**src/rtl/qspi_read_scheduler_pkg.sv**
```systemverilog
// Shared types and constants for the QSPI read scheduler: FSM state encoding,
// requester port identifiers and default field widths.
package qspi_read_scheduler_pkg;

  localparam int unsigned DEFAULT_ADDR_W = 24;
  localparam int unsigned DEFAULT_LEN_W  = 8;

  localparam logic PORT_A = 1'b0;
  localparam logic PORT_B = 1'b1;

  typedef enum logic [2:0] {
    StGuard,
    StIdle,
    StIssue,
    StWait,
    StDeliver
  } state_e;

endpackage

```
**src/rtl/qspi_read_scheduler_if.sv**
```systemverilog
// Requester-side burst port: descriptor request/grant plus a valid/ready byte
// stream and a done pulse on the last accepted byte.
interface qspi_read_scheduler_if
  import qspi_read_scheduler_pkg::*;
#(
  parameter int unsigned ADDR_W = DEFAULT_ADDR_W,
  parameter int unsigned LEN_W  = DEFAULT_LEN_W
) ();

  logic              req;
  logic [ADDR_W-1:0] addr;
  logic [LEN_W-1:0]  len;
  logic              gnt;
  logic [7:0]        data;
  logic              valid;
  logic              dready;
  logic              done;

  modport master (
    output req, addr, len, dready,
    input  gnt, data, valid, done
  );

  modport slave (
    input  req, addr, len, dready,
    output gnt, data, valid, done
  );

endinterface

```
**src/rtl/qspi_read_scheduler_rr_arb2.sv**
```systemverilog
// Two-way round-robin grant; priority moves to the other port when the owner's
// burst completes, so the arbiter only changes preference at burst boundaries.
module qspi_read_scheduler_rr_arb2
  import qspi_read_scheduler_pkg::*;
(
  input  logic       clk,
  input  logic       rst,
  input  logic       i_en,
  input  logic [1:0] i_req,
  input  logic       i_done,
  input  logic       i_owner,
  output logic [1:0] o_gnt
);

  logic r_prio;

  always_ff @(posedge clk) begin
    if (rst) begin
      r_prio <= PORT_A;
    end else if (i_done) begin
      r_prio <= ~i_owner;
    end
  end

  // Bit index of o_gnt is the port id.
  always_comb begin
    o_gnt = 2'b00;
    if (i_en) begin
      unique case (i_req)
        2'b01:   o_gnt = 2'b01;
        2'b10:   o_gnt = 2'b10;
        2'b11:   o_gnt = (r_prio == PORT_A) ? 2'b01 : 2'b10;
        default: o_gnt = 2'b00;
      endcase
    end
  end

endmodule

```
**src/rtl/qspi_read_scheduler.sv**
```systemverilog
// Shares one QSPI byte reader between two burst requesters; one flash read per
// byte, single-byte holding register, round-robin choice at burst boundaries.
module qspi_read_scheduler
  import qspi_read_scheduler_pkg::*;
#(
  parameter int unsigned ADDR_W    = DEFAULT_ADDR_W,
  parameter int unsigned LEN_W     = DEFAULT_LEN_W,
  parameter int unsigned RST_GUARD = 32
) (
  input  logic                  clk,
  input  logic                  rst,
  qspi_read_scheduler_if.slave  io_a,
  qspi_read_scheduler_if.slave  io_b,
  output logic                  o_rd_read,
  output logic [ADDR_W-1:0]     o_rd_addr,
  input  logic                  i_rd_ready,
  input  logic [7:0]            i_rd_data
);

  localparam int unsigned GuardW = $clog2(RST_GUARD + 2);

  state_e              r_state, w_state_next;
  logic [GuardW-1:0]   r_guard, w_guard_next;
  logic [ADDR_W-1:0]   r_cur_addr, w_addr_next;
  logic [LEN_W-1:0]    r_remaining, w_rem_next;
  logic                r_owner, w_owner_next;
  logic [7:0]          r_hold, w_hold_next;

  logic [1:0]          w_gnt;
  logic                w_accept;
  logic                w_done;
  logic                w_rd_read;
  logic                w_valid_a;
  logic                w_valid_b;

  qspi_read_scheduler_rr_arb2 u_arb (
    .clk     (clk),
    .rst     (rst),
    .i_en    (r_state == StIdle),
    .i_req   ({io_b.req, io_a.req}),
    .i_done  (w_done),
    .i_owner (r_owner),
    .o_gnt   (w_gnt)
  );

  assign w_accept = (r_state == StDeliver) &&
                    ((r_owner == PORT_B) ? io_b.dready : io_a.dready);

  always_ff @(posedge clk) begin
    if (rst) begin
      r_state     <= StGuard;
      r_guard     <= GuardW'(RST_GUARD);
      r_cur_addr  <= '0;
      r_remaining <= '0;
      r_owner     <= PORT_A;
      r_hold      <= '0;
    end else begin
      r_state     <= w_state_next;
      r_guard     <= w_guard_next;
      r_cur_addr  <= w_addr_next;
      r_remaining <= w_rem_next;
      r_owner     <= w_owner_next;
      r_hold      <= w_hold_next;
    end
  end

  always_comb begin
    w_state_next = r_state;
    w_guard_next = r_guard;
    w_addr_next  = r_cur_addr;
    w_rem_next   = r_remaining;
    w_owner_next = r_owner;
    w_hold_next  = r_hold;
    w_rd_read    = 1'b0;
    w_done       = 1'b0;
    case (r_state)
      // The reader has no reset; wait out any transaction still in flight.
      StGuard: begin
        if (r_guard <= GuardW'(1)) begin
          w_guard_next = '0;
          w_state_next = StIdle;
        end else begin
          w_guard_next = r_guard - GuardW'(1);
        end
      end
      StIdle: begin
        if (w_gnt != 2'b00) begin
          w_owner_next = w_gnt[PORT_B] ? PORT_B : PORT_A;
          w_addr_next  = w_gnt[PORT_B] ? io_b.addr : io_a.addr;
          w_rem_next   = w_gnt[PORT_B] ? io_b.len : io_a.len;
          w_state_next = StIssue;
        end
      end
      StIssue: begin
        w_rd_read    = 1'b1;
        w_state_next = StWait;
      end
      StWait: begin
        if (i_rd_ready) begin
          w_hold_next  = i_rd_data;
          w_state_next = StDeliver;
        end
      end
      StDeliver: begin
        if (w_accept) begin
          if (r_remaining == '0) begin
            w_done       = 1'b1;
            w_state_next = StIdle;
          end else begin
            w_rem_next   = r_remaining - LEN_W'(1);
            w_addr_next  = r_cur_addr + ADDR_W'(1);
            w_state_next = StIssue;
          end
        end
      end
      default: w_state_next = StGuard;
    endcase
  end

  assign w_valid_a = (r_state == StDeliver) && (r_owner == PORT_A);
  assign w_valid_b = (r_state == StDeliver) && (r_owner == PORT_B);

  assign io_a.gnt   = w_gnt[PORT_A];
  assign io_a.valid = w_valid_a;
  assign io_a.data  = w_valid_a ? r_hold : 8'h00;
  assign io_a.done  = w_done && (r_owner == PORT_A);

  assign io_b.gnt   = w_gnt[PORT_B];
  assign io_b.valid = w_valid_b;
  assign io_b.data  = w_valid_b ? r_hold : 8'h00;
  assign io_b.done  = w_done && (r_owner == PORT_B);

  assign o_rd_read = w_rd_read;
  assign o_rd_addr = r_cur_addr;

endmodule

```
**src/flat_wrapper.sv**
```systemverilog
// flat-port wrapper written by rule: the top's interface ports become plain ports
module qspi_read_scheduler_flat import qspi_read_scheduler_pkg::*;
#(
  parameter int unsigned ADDR_W    = DEFAULT_ADDR_W,
  parameter int unsigned LEN_W     = DEFAULT_LEN_W,
  parameter int unsigned RST_GUARD = 32
)
  (clk, rst, o_rd_read, o_rd_addr, i_rd_ready, i_rd_data, io_a_req, io_a_addr, io_a_len, io_a_dready, io_a_gnt, io_a_data, io_a_valid, io_a_done, io_b_req, io_b_addr, io_b_len, io_b_dready, io_b_gnt, io_b_data, io_b_valid, io_b_done);
  qspi_read_scheduler_if #(.ADDR_W(ADDR_W), .LEN_W(LEN_W)) io_a_i ();
  qspi_read_scheduler_if #(.ADDR_W(ADDR_W), .LEN_W(LEN_W)) io_b_i ();
  input  logic clk;
  input  logic rst;
  output logic o_rd_read;
  output logic [ADDR_W-1:0] o_rd_addr;
  input  logic i_rd_ready;
  input  logic [7:0] i_rd_data;
  input wire logic [$bits(io_a_i.req)-1:0] io_a_req;
  input wire logic [$bits(io_a_i.addr)-1:0] io_a_addr;
  input wire logic [$bits(io_a_i.len)-1:0] io_a_len;
  input wire logic [$bits(io_a_i.dready)-1:0] io_a_dready;
  output wire logic [$bits(io_a_i.gnt)-1:0] io_a_gnt;
  output wire logic [$bits(io_a_i.data)-1:0] io_a_data;
  output wire logic [$bits(io_a_i.valid)-1:0] io_a_valid;
  output wire logic [$bits(io_a_i.done)-1:0] io_a_done;
  input wire logic [$bits(io_b_i.req)-1:0] io_b_req;
  input wire logic [$bits(io_b_i.addr)-1:0] io_b_addr;
  input wire logic [$bits(io_b_i.len)-1:0] io_b_len;
  input wire logic [$bits(io_b_i.dready)-1:0] io_b_dready;
  output wire logic [$bits(io_b_i.gnt)-1:0] io_b_gnt;
  output wire logic [$bits(io_b_i.data)-1:0] io_b_data;
  output wire logic [$bits(io_b_i.valid)-1:0] io_b_valid;
  output wire logic [$bits(io_b_i.done)-1:0] io_b_done;
  assign io_a_i.req = io_a_req;
  assign io_a_i.addr = io_a_addr;
  assign io_a_i.len = io_a_len;
  assign io_a_i.dready = io_a_dready;
  assign io_a_gnt = io_a_i.gnt;
  assign io_a_data = io_a_i.data;
  assign io_a_valid = io_a_i.valid;
  assign io_a_done = io_a_i.done;
  assign io_b_i.req = io_b_req;
  assign io_b_i.addr = io_b_addr;
  assign io_b_i.len = io_b_len;
  assign io_b_i.dready = io_b_dready;
  assign io_b_gnt = io_b_i.gnt;
  assign io_b_data = io_b_i.data;
  assign io_b_valid = io_b_i.valid;
  assign io_b_done = io_b_i.done;
  qspi_read_scheduler #(.ADDR_W(ADDR_W), .LEN_W(LEN_W), .RST_GUARD(RST_GUARD)) u_core (.clk(clk), .rst(rst), .io_a(io_a_i), .io_b(io_b_i), .o_rd_read(o_rd_read), .o_rd_addr(o_rd_addr), .i_rd_ready(i_rd_ready), .i_rd_data(i_rd_data));
endmodule
```
**config.mk**
```make
export PLATFORM = sky130hd
export DESIGN_NAME = qspi_read_scheduler_flat
export DESIGN_NICKNAME = d
export VERILOG_FILES = /design/src/rtl/qspi_read_scheduler_pkg.sv /design/src/rtl/qspi_read_scheduler_if.sv /design/src/rtl/qspi_read_scheduler_rr_arb2.sv /design/src/rtl/qspi_read_scheduler.sv /design/src/flat_wrapper.sv
export SDC_FILE = /design/constraint.sdc
export NUM_CORES = 1
export LEC_CHECK = 0
export CAP_MARGIN = 40
export CELL_PAD_IN_SITES_DETAIL_PLACEMENT = 0
export CELL_PAD_IN_SITES_GLOBAL_PLACEMENT = 1
export CORE_AREA = 2 2 108 110
export DETAILED_ROUTE_END_ITERATION = 7
export DIE_AREA = 0 0 110 112
export GPL_ROUTABILITY_DRIVEN = 0
export HOLD_SLACK_MARGIN = 0.12
export PLACE_DENSITY_LB_ADDON = 0.08
export REMOVE_ABC_BUFFERS = 1
export SETUP_SLACK_MARGIN = 0.15
export SKIP_CTS_REPAIR_TIMING = 1
export SYNTH_ARGS = -nofsm -noshare
export SYNTH_HDL_FRONTEND = slang
export SYNTH_SLANG_ARGS = --single-unit
export TNS_END_PERCENT = 20
```
**constraint.sdc**
```tcl
create_clock -name clk -period 2.4 [get_ports clk]
set_input_delay 0.48 -clock clk [delete_from_list [all_inputs] [get_ports clk]]
set_output_delay 0.48 -clock clk [all_outputs]
set_load 0.1 [all_outputs]
```
## Word-level counts from Yosys, hierarchy flattened

Index checks and enable logic that the tools add are counted.
W data, S select, Z words.

| word-level totals | value |
|---|---|
| memory bits (writable) | 0 |
| memories | 0 |
| bits in read-only memories | 0 |
| flip-flop bits (word level) | 51 |
| bits in latches | 0 |
| input port bits | 79 |
| output and inout bits | 47 |

| cells by class | value |
|---|---|
| muxes and demuxes | 28 |
| add/sub/neg operators | 3 |
| bitwise operators | 1 |
| order comparisons | 1 |
| equal/unequal tests | 12 |
| shift-type cells | 0 |
| multiply operators | 0 |
| reduce and logical (&&, ||, !) cells | 13 |
| div/mod/pow operators | 0 |

Operator list:

| kind | count |
|---|---|
| $mux W24 | 4 |
| $mux W8 | 6 |
| $pmux W24 S2 | 1 |
| $add A24 B1 Y24 const B | 1 |
| $pmux W8 S2 | 1 |
| $pmux W3 S5 | 1 |
| $mux W3 | 4 |
| $logic_not A8 Y1 | 1 |
| $reduce_and A4 Y1 | 2 |
| $sub A8 B1 Y8 const B | 1 |
| $eq A3 B2 Y1 const B | 2 |
| $le A6 B1 Y1 const B | 1 |
| $mux W1 | 6 |
| $mux W2 | 3 |
| $mux W6 | 1 |
| $ne A2 B1 Y1 const B | 3 |
| $pmux W2 S3 | 1 |
| $sub A6 B1 Y6 const B | 1 |
| $logic_and A1 B1 Y1 | 5 |
| $eq A2 B2 Y1 const B | 2 |
| $ne A2 B2 Y1 const B | 2 |
| $reduce_and A2 Y1 | 2 |
| $reduce_bool A2 Y1 | 2 |
| $eq A3 B1 Y1 const B | 1 |
| other kinds (4) | 4 |

## Longest topological paths before layout

| logic depth | value |
|---|---|
| word-level depth | 6 |
| gate-level depth with buffers | 9 |
| mapped depth without buffers | 7 |

## Cells and area by module

From an unflattened synthesis, not the netlist that was laid out.

| unflattened totals | value |
|---|---|
| cell total of the unflattened synthesis | 451 |
| area, all modules | 3372.0 µm² |

By module, submodules not included:

| module | seq. area each (µm²) | area each (µm²) | cells each | instances |
|---|---|---|---|---|
| qspi_read_scheduler | 1001.0 | 3314.4 | 443 | 1 |
| qspi_read_scheduler_rr_arb2 | 20.0 | 57.6 | 8 | 1 |

## Worst setup path before layout

No wires, ideal clock.

| timing path | value |
|---|---|
| path type | register to output |
| from | reg u_core.r_remaining[0] |
| to | out io_a_done |
| arrival time | 3.614 ns |
| cell stages (with the launch flop) | 7 |
| setup slack | -1.694 ns |
| buffers on the path | 0 |
| path through | dfxtp_1 -> inv_1 -> ha_1 -> or3b_2 -> nor3_1 -> nand2_1 -> nor3b_1 |

| on the way | value |
|---|---|
| cells in the longest elaborated chain, start to end | 5 |

Ends and longest elaborated chain:

| item | RTL line | RTL |
|---|---|---|
| start, declared | qspi_read_scheduler.sv:25 | `logic [LEN_W-1:0] r_remaining, w_rem_next;` |
| start signal, assigned | qspi_read_scheduler.sv:61 | `r_remaining <= w_rem_next;` |
| $logic_not A8 Y1 | qspi_read_scheduler.sv:106 | `if (r_remaining == '0) begin` |
| $mux W1 | qspi_read_scheduler.sv:106 |  |
| $mux W1 | qspi_read_scheduler.sv:105 | `if (w_accept) begin` |
| $mux W1 | qspi_read_scheduler.sv:76 | `case (r_state)` |
| $logic_and A1 B1 Y1 | qspi_read_scheduler.sv:126 | `assign io_a.done = w_done && (r_owner == PORT_A);` |
| end, declared | flat_wrapper.sv:24 | `output wire logic [$bits(io_a_i.done)-1:0] io_a_done;` |

No other way between the ends.

## Worst setup path in the final report

| timing path | value |
|---|---|
| from | reg u_core.r_remaining[1] |
| to | out io_a_done |

The elaborated chain is that of the path after synthesis.

==> results_dict.tcl <==
set metrics [dict create \
    num_vias 3912 \
    grt.total_usage_pct 19.1 \
    num_antenna_cells 0 \
    worst_pin_slew_ns 0.507 \
    layout.nets 680 \
    hold_path_class "flop to flop" \
    end_kind "primary output" \
    drive_gt1_share_pct 21.4 \
    whs_path_depth 2 \
    rows 39 \
    hold_violations 0 \
    dpl.cell_count 728 \
    reg2reg_depth 9 \
    core_region_area_um2 11200 \
    hold_slack_ns 0.466 \
    outcome "finished, violations left" \
    critical_path_class "flop to primary output" \
    drt_iter0_drc 181 \
    finalWorstSetupSlack_ns -0.0572 \
    postSynthAreaPerCell_um2 7.43 \
    finalSetupViolations 2 \
    period_share_pct 102 \
    rsz0062_at_grt "true" \
    clkLatencyLatePin_ns 0.30 \
    crit_arrival_ns 1.98 \
    remaining_drc_errors 0 \
    initial_core_util_pct 30.2 \
    die_w_um 110 \
    die_area_um2 12300 \
    final_cells 740 \
    final_antenna_net_count 0 \
    antenna_found_initial 0 \
    firstDrtPassIters 4 \
    grt.overflow.total 0 \
    synth_cell_types 63 \
    grt_pass1_wl_um 18800 \
    dpl_cell_area_um2 5170 \
    ctsRootBufferMaster "clkbuf_16" \
    grt_max_degree 37 \
    cts_buffers 5 \
    ys_seq_elements 51 \
    relSlewSlack_pct 65.9 \
    design_area_um2 5450 \
    seq_area_frac_synth_pct 30.2 \
    fmax_mhz 407 \
    netlist_area_um2 3380 \
    async_flop_share_pct 0 \
    ys.flop_type "dfxtp_1" \
    hpwl_um 8680 \
    synth_edf_count 0 \
    die_y_um 112 \
    r2r_slack_ns 0.33 \
    cap_viol_max_count 0 \
    vias_per_cell 5.29 \
    slew_violations 0 \
    clock-sinks 51 \
    pin_count 126 \
    cp.depth 9 \
    critPathMaxFanout 3 \
    clock_skew_ns 0.00525 \
    slowest_delay_ns 0.39 \
    cp_top_family "simple AND/OR/NAND/NOR gates" \
    finalWirelength_um 11900 \
    fin_crit_ns 2.46 \
    grt_pass1_vias 3781 \
    p_leak_uw 0.00214 \
    synthCells 455 \
    crit_required_ns 1.92 \
    crit_slowest_cell "or3b_4" \
    cts.clk_slew.worst_paths_ns 0.07 \
    crit_path_start_kind "flop" \
    syn2layout_area_growth_pct 61.2 \
    crit_path_cell_trace "inv_2 -> ha_4 -> or3b_4 -> nor3_4 -> buf_6 -> nand2_4 -> nor3b_2 -> buf_4 -> buf_12" \
    htreeDepth 2 \
    port_buffers 125 \
    power.density_nw_per_um2 650 \
    setup-tns-final_ns -0.0870 \
    cts_tree "yes" \
    violations "negative setup slack" \
    avgRoutedWirePerCell_um 16.1 \
    yosysWarnings 0 \
    cp.buffers_inverters 4 \
    clk_path_buf_depth 2 \
    ir_drop_mv 0.421 \
]
placed cells by master, fill, tap and decap left out, types with 3 or more instances in the layout:
master	instances
o211ai_1	6
nand4b_1	3
nor2_1	34
buf_12	27
nor3_1	21
mux2_2	7
a21oi_1	37
buf_4	63
or4_1	4
nand3_1	21
clkbuf_16	5
and3_1	23
or3_1	5
nand4_1	4
nor4_1	5
a211oi_1	7
o21ai_0	22
inv_2	3
nand2_1	66
ha_1	3
inv_1	9
dfxtp_1	50
mux2i_1	7
a311o_1	3
nand3b_1	4
clkdlybuf4s50_1	78
a31oi_1	12
a211o_1	5
a32o_1	9
final cells by class:
type,count,area [µm²]
clock buffer,6,129
clock inverter,1,30.0
fill,1091,5730
inverter,13,48.8
multi-input combinational,357,2230
sequential,51,1020
tap,143,179
timing repair buffer,169,1810
path summary, 6_finish.rpt:
kind                               from                     to
hold reg to reg        u_core.r_hold[5]       u_core.r_hold[5]
hold / removal         u_core.r_hold[5]       u_core.r_hold[5]
setup / recovery  u_core.r_remaining[1]              io_a_done
setup reg to reg  u_core.r_remaining[1]  u_core.r_remaining[0]
routing by layer:
| metal | routed length, µm | track usage (%) |
|---|---|---|
| met5 | 0 | 0 |
| met4 | 150 | 4.30 |
| met3 | 979 | 5.97 |
| met2 | 5510 | 30.9 |
| met1 | 5310 | 24.8 |
state kept, by name, summed over array words and instances, names as in the netlist:
name,flops
u_core.r_hold,8
u_core.r_remaining,8
u_core.r_state,3
u_core.o_rd_addr,24
u_core.r_owner,1
u_core.u_arb.r_prio,1
u_core.r_guard,6
cells in the mapped netlist (2+ instances only):
cell / count / area (µm²)
inv_1: 12 / 45.0
clkbuf_1: 19 / 71.3
a211o_1: 5 / 43.8
o21ai_0: 22 / 110
a31oi_1: 12 / 75.1
nand4b_1: 3 / 26.3
mux2_2: 7 / 78.8
and3_1: 23 / 144
nand3_1: 22 / 110
nor3_1: 22 / 110
ha_1: 4 / 50.1
or4_1: 4 / 30.0
buf_6: 2 / 22.5
nor3b_1: 5 / 37.5
nand2_1: 67 / 251
o31ai_1: 2 / 15.0
a31o_2: 2 / 17.5
and2_1: 2 / 12.5
mux2i_1: 7 / 70.1
a32o_1: 9 / 90.1
a211oi_1: 7 / 52.6
buf_4: 2 / 15.0
buf_1: 3 / 11.3
xnor2_1: 2 / 17.5
nand3b_1: 4 / 30.0
nor2b_1: 3 / 18.8
buf_2: 8 / 40.0
or3_1: 5 / 31.3
dfxtp_1: 51 / 1020
nand4_1: 4 / 25.0
a311o_1: 3 / 30.0
a21oi_1: 37 / 185
nor2_1: 35 / 131
nor4_1: 5 / 31.3
nand2b_1: 2 / 12.5
o211ai_1: 6 / 45.0
per-stage QoR:
stage	utilization [%]	power [µW]	worst slack, ns
4_1_cts	47.7	3470	-0.367
3_5_place_dp	46.3	2650	-0.0254
2_1_floorplan	-	2070	-3.27
3_3_place_gp	46.3	2630	-0.00240
6_report	48.8	3540	-0.0572
5_1_grt	48.8	3740	-0.159
where the power goes:
part | internal (µW) | switching [µW] | leakage, µW
Clock | 488 | 334 | 0.0000769
Combinational | 667 | 954 | 0.00165
Sequential | 967 | 133 | 0.000414
Total | 2120 | 1420 | 0.00214
kinds of logic after synthesis:
group                    after synthesis  share of synthesized area (%)
XOR/XNOR                               3                          0.778
multiplexers                          14                           4.41
AND/OR/NAND/NOR                      218                           33.8
AO/OA/AOI/OAI                        118                           23.2
adder cells (fa/ha/maj)                4                           1.48
buffers and inverters                 47                           6.18
flip-flops                            51                           30.2
tightest hold or removal path, cell delays in order (launching register included):
cell     delay (ns)
dfxtp_1        0.32
nand2_1        0.05
a21oi_1        0.05
(Power assumes the default switching activity.)
